--- src/rtl/i3c_sdr_rd_serializer.sv ---
// SDR read-data serializer: shifts TX bytes MSB first onto SDA and presents the ninth bit
// (I3C T-bit or I2C ACK slot) one SCL rising edge ahead of the pad-output register stage.
module i3c_sdr_rd_serializer #(
  parameter int TBIT_MODE = 1,
  parameter int CNT_W     = 8
) (
  input  logic             clk_SCL,
  input  logic             RST,
  input  logic             start_read,
  input  logic             abort,
  input  logic             sda_in,
  input  logic [7:0]       tx_data,
  input  logic             tx_valid,
  input  logic             tx_last,
  output logic             tx_ready,
  output logic             pin_SDA_out,
  output logic             pin_SDA_oena,
  output logic             pin_SDA_oena_rise0,
  output logic             rd_done,
  output logic [1:0]       rd_status,
  output logic [CNT_W-1:0] byte_cnt
);

  typedef enum logic [1:0] {
    S_IDLE  = 2'd0,
    S_DATA  = 2'd1,
    S_NINTH = 2'd2,
    S_DONE  = 2'd3
  } state_t;

  localparam logic [1:0] ST_END      = 2'b00;
  localparam logic [1:0] ST_NACK     = 2'b01;
  localparam logic [1:0] ST_UNDERRUN = 2'b10;
  localparam logic [1:0] ST_ABORT    = 2'b11;

  state_t           state_q, state_d;
  logic [2:0]       bit_idx_q, bit_idx_d;
  logic [7:0]       shift_q, shift_d;
  logic             last_q, last_d;
  logic             armed_q, armed_d;
  logic             out_q, out_d;
  logic             oena_q, oena_d;
  logic             rise0_q, rise0_d;
  logic [1:0]       status_q, status_d;
  logic [CNT_W-1:0] cnt_q, cnt_d;

  logic start_ok;
  logic cont;
  logic oena_eff;

  function automatic logic [CNT_W-1:0] sat_inc(input logic [CNT_W-1:0] v);
    return (&v) ? v : v + {{(CNT_W-1){1'b0}}, 1'b1};
  endfunction

  // {out, oena, rise0} for the ninth bit. A continue T-bit is driven high and then
  // released while SCL is high so the master can still abort the read.
  function automatic logic [2:0] ninth_bits(input logic last);
    if (TBIT_MODE != 0) return last ? 3'b010 : 3'b111;
    else                return 3'b000;
  endfunction

  assign start_ok = (state_q == S_IDLE) & start_read & armed_q & ~abort;
  assign cont     = (TBIT_MODE != 0) ? ~last_q : ~sda_in;
  assign tx_ready = start_ok | ((state_q == S_NINTH) & cont & ~abort);

  always_comb begin
    state_d   = state_q;
    bit_idx_d = bit_idx_q;
    shift_d   = shift_q;
    last_d    = last_q;
    armed_d   = armed_q | ~start_read;
    out_d     = out_q;
    oena_d    = oena_q;
    rise0_d   = rise0_q;
    status_d  = status_q;
    cnt_d     = cnt_q;

    case (state_q)
      S_IDLE: begin
        if (start_ok) begin
          armed_d = 1'b0;
          cnt_d   = '0;
          if (tx_valid) begin
            shift_d   = tx_data;
            last_d    = tx_last;
            bit_idx_d = 3'd7;
            out_d     = tx_data[7];
            oena_d    = 1'b1;
            rise0_d   = 1'b0;
            state_d   = S_DATA;
          end else begin
            status_d = ST_UNDERRUN;
            out_d    = 1'b0;
            oena_d   = 1'b0;
            rise0_d  = 1'b0;
            state_d  = S_DONE;
          end
        end
      end

      S_DATA: begin
        if (abort) begin
          status_d = ST_ABORT;
          out_d    = 1'b0;
          oena_d   = 1'b0;
          rise0_d  = 1'b0;
          state_d  = S_DONE;
        end else if (bit_idx_q != 3'd0) begin
          bit_idx_d = bit_idx_q - 3'd1;
          shift_d   = {shift_q[6:0], 1'b0};
          out_d     = shift_q[6];
        end else begin
          {out_d, oena_d, rise0_d} = ninth_bits(last_q);
          cnt_d   = sat_inc(cnt_q);
          state_d = S_NINTH;
        end
      end

      S_NINTH: begin
        // Abort wins over a byte that is being offered on the same edge.
        if (abort) begin
          status_d = ST_ABORT;
          out_d    = 1'b0;
          oena_d   = 1'b0;
          rise0_d  = 1'b0;
          state_d  = S_DONE;
        end else if (cont && tx_valid) begin
          shift_d   = tx_data;
          last_d    = tx_last;
          bit_idx_d = 3'd7;
          out_d     = tx_data[7];
          oena_d    = 1'b1;
          rise0_d   = 1'b0;
          state_d   = S_DATA;
        end else begin
          if (cont)                status_d = ST_UNDERRUN;
          else if (TBIT_MODE != 0) status_d = ST_END;
          else                     status_d = ST_NACK;
          out_d   = 1'b0;
          oena_d  = 1'b0;
          rise0_d = 1'b0;
          state_d = S_DONE;
        end
      end

      S_DONE: begin
        state_d = S_IDLE;
      end

      default: begin
        state_d = S_IDLE;
        out_d   = 1'b0;
        oena_d  = 1'b0;
        rise0_d = 1'b0;
      end
    endcase
  end

  always_ff @(posedge clk_SCL) begin
    if (RST) begin
      state_q   <= S_IDLE;
      bit_idx_q <= 3'd0;
      armed_q   <= 1'b1;
      out_q     <= 1'b0;
      oena_q    <= 1'b0;
      rise0_q   <= 1'b0;
      status_q  <= ST_END;
      cnt_q     <= '0;
    end else begin
      state_q   <= state_d;
      bit_idx_q <= bit_idx_d;
      armed_q   <= armed_d;
      out_q     <= out_d;
      oena_q    <= oena_d;
      rise0_q   <= rise0_d;
      status_q  <= status_d;
      cnt_q     <= cnt_d;
    end
  end

  always_ff @(posedge clk_SCL) begin
    shift_q <= shift_d;
    last_q  <= last_d;
  end

  // Abort releases the pad immediately, without waiting for the next SCL edge.
  assign oena_eff           = oena_q & ~abort;
  assign pin_SDA_oena       = oena_eff;
  assign pin_SDA_oena_rise0 = rise0_q & ~abort;
  assign pin_SDA_out        = out_q & oena_eff;
  assign rd_done            = (state_q == S_DONE);
  assign rd_status          = status_q;
  assign byte_cnt           = cnt_q;

endmodule

--- config.mk ---
export PLATFORM = sky130hd
export DESIGN_NAME = i3c_sdr_rd_serializer
export DESIGN_NICKNAME = d
export VERILOG_FILES = /design/src/rtl/i3c_sdr_rd_serializer.sv
export SDC_FILE = /design/constraint.sdc
export NUM_CORES = 1
export LEC_CHECK = 0
export CORE_MARGIN = 5
export CORE_UTILIZATION = 55
export DETAILED_ROUTE_END_ITERATION = 7
export MAX_ROUTING_LAYER = met4
export PLACE_DENSITY_LB_ADDON = 0.08
export SLEW_MARGIN = 10
export SYNTH_ARGS = -nofsm -noshare
export SYNTH_HDL_FRONTEND = slang
export SYNTH_SLANG_ARGS = --single-unit
--- constraint.sdc ---
create_clock -name clk_SCL -period 5.7 [get_ports clk_SCL]
set_input_delay 0.855 -clock clk_SCL [delete_from_list [all_inputs] [get_ports clk_SCL]]
set_output_delay 0.855 -clock clk_SCL [all_outputs]
set_load 0.05 [all_outputs]
# Word level (Yosys, flattened, before mapping)
# Cells that the tools add are included.
[totals]
regBits = 27
latch_bits = 0
ram_bits = 0
romBits = 0
input_bits = 15
output_inout_bits = 15
wordCells = 113
mem_count = 0
[op_classes]
add_sub_neg = 2
mul = 0
n_div = 0
n_lt_le_gt_ge = 0
n_eq_ne = 15
shift = 0
muxes = 59
n_bitwise = 13
n_reduce_logical = 14
[op_table]
columns = ["cell", "count"]
rows = [
  ["two-way mux 7 bit", 6],
  ["two-way mux 8 bit", 4],
  ["two-way mux 2 bit", 12],
  ["two-way mux 1 bit", 21],
  ["two-way mux 3 bit", 7],
  ["one-hot mux 7 bit (3 select lines)", 1],
  ["inequality test 2 bit, second input constant", 9],
  ["one-hot mux 8 bit (2 select lines)", 1],
  ["AND reduction 5 bit", 3],
  ["one-hot mux 1 bit (3 select lines)", 3],
  ["one-hot mux 3 bit (3 select lines)", 1],
  ["adder 8 x 1 -> 8 bit, second input constant", 1],
  ["AND 1 bit", 8],
  ["one-hot mux 2 bit (4 select lines)", 1],
  ["AND reduction 8 bit", 1],
  ["AND reduction 7 bit", 1],
  ["inequality test 3 bit, second input constant", 2],
  ["one-hot mux 2 bit (3 select lines)", 1],
  ["nonzero test 3 bit", 2],
  ["equality test 2 bit, second input constant", 2],
  ["AND reduction 2 bit", 2],
  ["nonzero test 2 bit", 2],
  ["inverter 1 bit", 3],
  ["AND reduction 3 bit", 1],
  ["7 further kinds", 8],
]

# Longest topological paths before layout
[logic_depth]
depth_word = 6
mapped_depth = 7
depth_no_buf = 6

# Worst setup path before layout
# OpenSTA, ideal clock, no wires.
[synth_path]
kind = "input to output"
startpoint = "input abort"
endpoint = "output pin_SDA_out"
arrival_ns = 2.271
required_ns = 4.845
slack_ns = 2.574
cell_stages = 3
n_path_buf = 1
path_cell_list = "buf_2 nor2b_1 and2_1"
[synth_via]
elab_chain_len = 3
[synth_rtl]
columns = ["item", "line_no", "rtl"]
rows = [
  ["start, declared", "10", "input logic abort,"],
  ["inverter 1 bit", "187", "assign oena_eff = oena_q & ~abort;"],
  ["AND 1 bit", "187", ""],
  ["via pin_SDA_oena", "17", "output logic pin_SDA_oena,"],
  ["AND 1 bit", "190", "assign pin_SDA_out = out_q & oena_eff;"],
  ["end, declared", "16", "output logic pin_SDA_out,"],
]
# The timed path passes the listed nets, and every way through them passes these cells.

# Final worst setup path
[layout_path]
startpoint = "input abort"
endpoint = "output pin_SDA_out"
[layout_via]
elab_chain_len = 3
[layout_rtl]
columns = ["item", "line_no"]
rows = [
  ["inverter 1 bit", "187"],
  ["AND 1 bit", "187"],
  ["AND 1 bit", "190"],
]
# Every way passes these cells.

==> key figures <==
Status
  • Status: finished, final reports clean

Timing
  • RSZ-0062 raised after global routing: no
  • Worst-Margin Slew: between 0.9 and 1 ns
  • Setup TNS: 0 ns
  • Hold Violations, Final: 0
  • Final Max Tran Viols: 0
  • Rel. slew slack: 36.7%
  • Minimum clock period: between 3 and 4 ns
  • Setup violators final: 0
  • Clock skew: 0.00906 ns
  • Worst setup margin: 2.17 ns
  • Final period utilization: 61.9%
  • Hold_ws: 0.524 ns
  • F_max: around 280 MHz

Logic synthesis
  • Top cells by area, synth: dfxtp_1 24%, edfxtp_1 15%, ha_1 6.4%, mux2_2 4.3%, a21oi_1 3.8%
  • Synth Flop Type: dfxtp_1
  • Asr flop ratio synth: 0%
  • Top cell type's share of synthesized area: 24.2%
  • Cell taking the most area after synthesis: dfxtp_1
  • Yosys Warn Count: 0
  • Number of synthesized flops with an enable pin: 8
  • Post-synthesis sequential area ratio: between 30% and 40%
  • Yosys reg bits: 27
  • Most frequent cell after synthesis: dfxtp_1
  • Gate Count Post-Synth: 170
  • Mapped Area: ~0.0016 sq mm
  • Distinct cells, synth: 52
  • Average size of a mapped cell: 9.24 sq um
  • Post-Syn Nets: ~190
  • Post-synth top cells: 19 x dfxtp_1, 13 x nand2_1, 12 x a21oi_1

Worst setup path
  • Worst-path fanout max: 15
  • Setup CP Type: in -> out
  • Arrival @ worst endpoint: about 2.7 ns
  • CP Data Required Time: ~4.9 ns
  • Worst Setup End Kind: output port
  • Worst Setup Start Kind: input pin

Power and ir drop
  • Power Density: about 460 mW/mm^2
  • P_int: 477 uW
  • Worst vdd ir: 0.000396 V
  • Cell leakage power: between 0.6 and 0.7 nW
  • Combinational Power Share: 55.6%
  • Sequential share of power: 34.5%
  • Total design power: 863 uW
  • Net Sw Frac: 44.7%
  • Clock power frac: 9.9%
  • Net switching power: 386 uW

Global routing
  • Vias in the first global route: 1449
  • GRT Util Overall: 19.2%
  • Total grt overflow: 0
  • Antenna violations before repair: 0
  • Largest net degree at the start of global routing: 27
  • First-pass GRT wire length: 6160 microns

Clocking
  • Clk sinks: 27
  • Clock slew at reported path FFs: 0.14 ns
  • Cts hold-fix bufs: 0
  • Clock buffer depth: 2
  • Setup bufs post-CTS: 0
  • Clock root buffer: clkbuf_4
  • Clock Latency Late Sink: 0.33 ns
  • Num CTS Buffers: 3
  • H-tree lvl count: 1
  • Post_cts resized: 0
  • CTS tree: done

Place
  • Dpl ws: 2.18 ns
  • Number of buffers added on ports: 28
  • Gp weighted congestion: 0.863
  • Placed Instances: 223
  • HPWL after DPL: roughly 2600 microns

Routing
  • Antenna viol nets, final: 0
  • Initial DRC Count: 91
  • Post-DR vias/cell: about 6.3
  • WL/cell: 16.0 microns
  • DR pass1 iterations: 4
  • Drt drc: 0
  • Routed WL: 3630 microns
  • Vias: 1440

Layout
  • Number of diodes: 0
  • Share of post-route cells with drive strength above 1: 8.16%
  • Sequential cell area: 621 sq um
  • Nets@finish: 220
  • Cell Count, Final, Fillers Out: ~230
  • Area Growth Syn to Fin: 20.1%
  • Area of the multi-input gates: 880 sq um
  • Layout fillers: approximately 230

Die
  • Starting density of the core: 57.0%
  • Die area: ~0.004 sq mm
  • Num ports: 30
  • # rows: 19
  • Total core area: 0.00276 sq mm
  • Die Wd: 63.5 microns
  • Die Height: 63.5 microns

Min path
  • Hold WC Path Type: reg -> reg

Job
  • Max cap viols: 0
==> layout by cell type, fill, tap and decap left out, drive strengths merged, types with 4 or more instances in the layout <==
| cell | netlist | final |
|---|---|---|
| clkdlybuf4s50 | 0 | 28 |
| dfxtp | 19 | 19 |
| nand2 | 13 | 13 |
| a21oi | 12 | 12 |
| inv | 9 | 9 |
| o21ai | 8 | 8 |
| ha | 8 | 8 |
| edfxtp | 8 | 8 |
| nor2b | 7 | 7 |
| mux2 | 6 | 6 |
| nand3 | 6 | 6 |
| nor2 | 5 | 5 |
| a211oi | 5 | 5 |
| and3 | 4 | 4 |
| nand2b | 4 | 4 |
| or3 | 4 | 4 |
| a21boi | 4 | 4 |
==> worst max-delay path: stages <==
cell and delay (ns):
clkdlybuf4s50_1 0.64, nor2b_1 0.23, and2_1 0.14, clkdlybuf4s50_1 0.80
==> worst paths after layout <==
| check | from | slack [ns] | cells after the start | endpoint |
|---|---|---|---|---|
| max | abort | 2.17 | 4 | pin_SDA_out |
| min | out_q$_SDFFE_PP0P_ | 0.52 | 2 | out_q$_SDFFE_PP0P_ |
| max reg2reg | state_q[1]$_SDFFE_PP0P_ | 3.07 | 6 | byte_cnt[1]$_SDFFE_PP0P_ |
| min reg2reg | out_q$_SDFFE_PP0P_ | 0.52 | 2 | out_q$_SDFFE_PP0P_ |
==> registers in the layout, indices dropped and copies added (netlist names) <==
signal     count
armed_q        1
bit_idx_q      3
byte_cnt       8
last_q         1
oena_q         1
out_q          1
rd_status      2
rise0_q        1
shift_q        7
state_q        2
==> cells by family after synthesis <==
kind of cell | count (synthesis) | share of synthesized area [%]
and+or+nand+nor | 59 | 21.3
AOI/OAI and AO/OA | 53 | 23.3
DFF | 27 | 39.5
buffers and inverters | 16 | 4.54
adders and majority gates | 8 | 6.37
muxes | 7 | 4.94
==> routing by layer <==
layer	vias up	track usage, %	share of wire, %
met5	-	-	0
li1	695	-	-
met4	0	6.49	1.8
met3	9	3.73	4.6
met1	692	21.3	44
met2	44	33.9	50
==> final cells by class <==
type                       instances  area share [%]
inverter                           9            1.79
timing repair buffer              29            15.2
clock inverter                     1           0.265
sequential                        27            32.9
multi-input combinational        127            46.6
clock buffer                       3            1.19
tap                               31            2.05
==> metrics by stage <==
step / util [%] / instance area (sq um)
after global placement: 67.5 / 1860
after detailed placement: 67.5 / 1860
after global routing: 68.5 / 1890
after CTS: 68.5 / 1890
final: 68.5 / 1890
after floorplan: - / 1570
==> power by group through the flow <==
stage               sequential [mW]  combinational (mW)  clock [mW]
floorplan                     0.314               0.352           0
global placement              0.299               0.452           0
detailed placement            0.303               0.477           0
CTS                           0.298               0.479      0.0869
global route                  0.305               0.526      0.0963
finish                        0.298               0.480      0.0851
(Power assumes the default switching activity.)
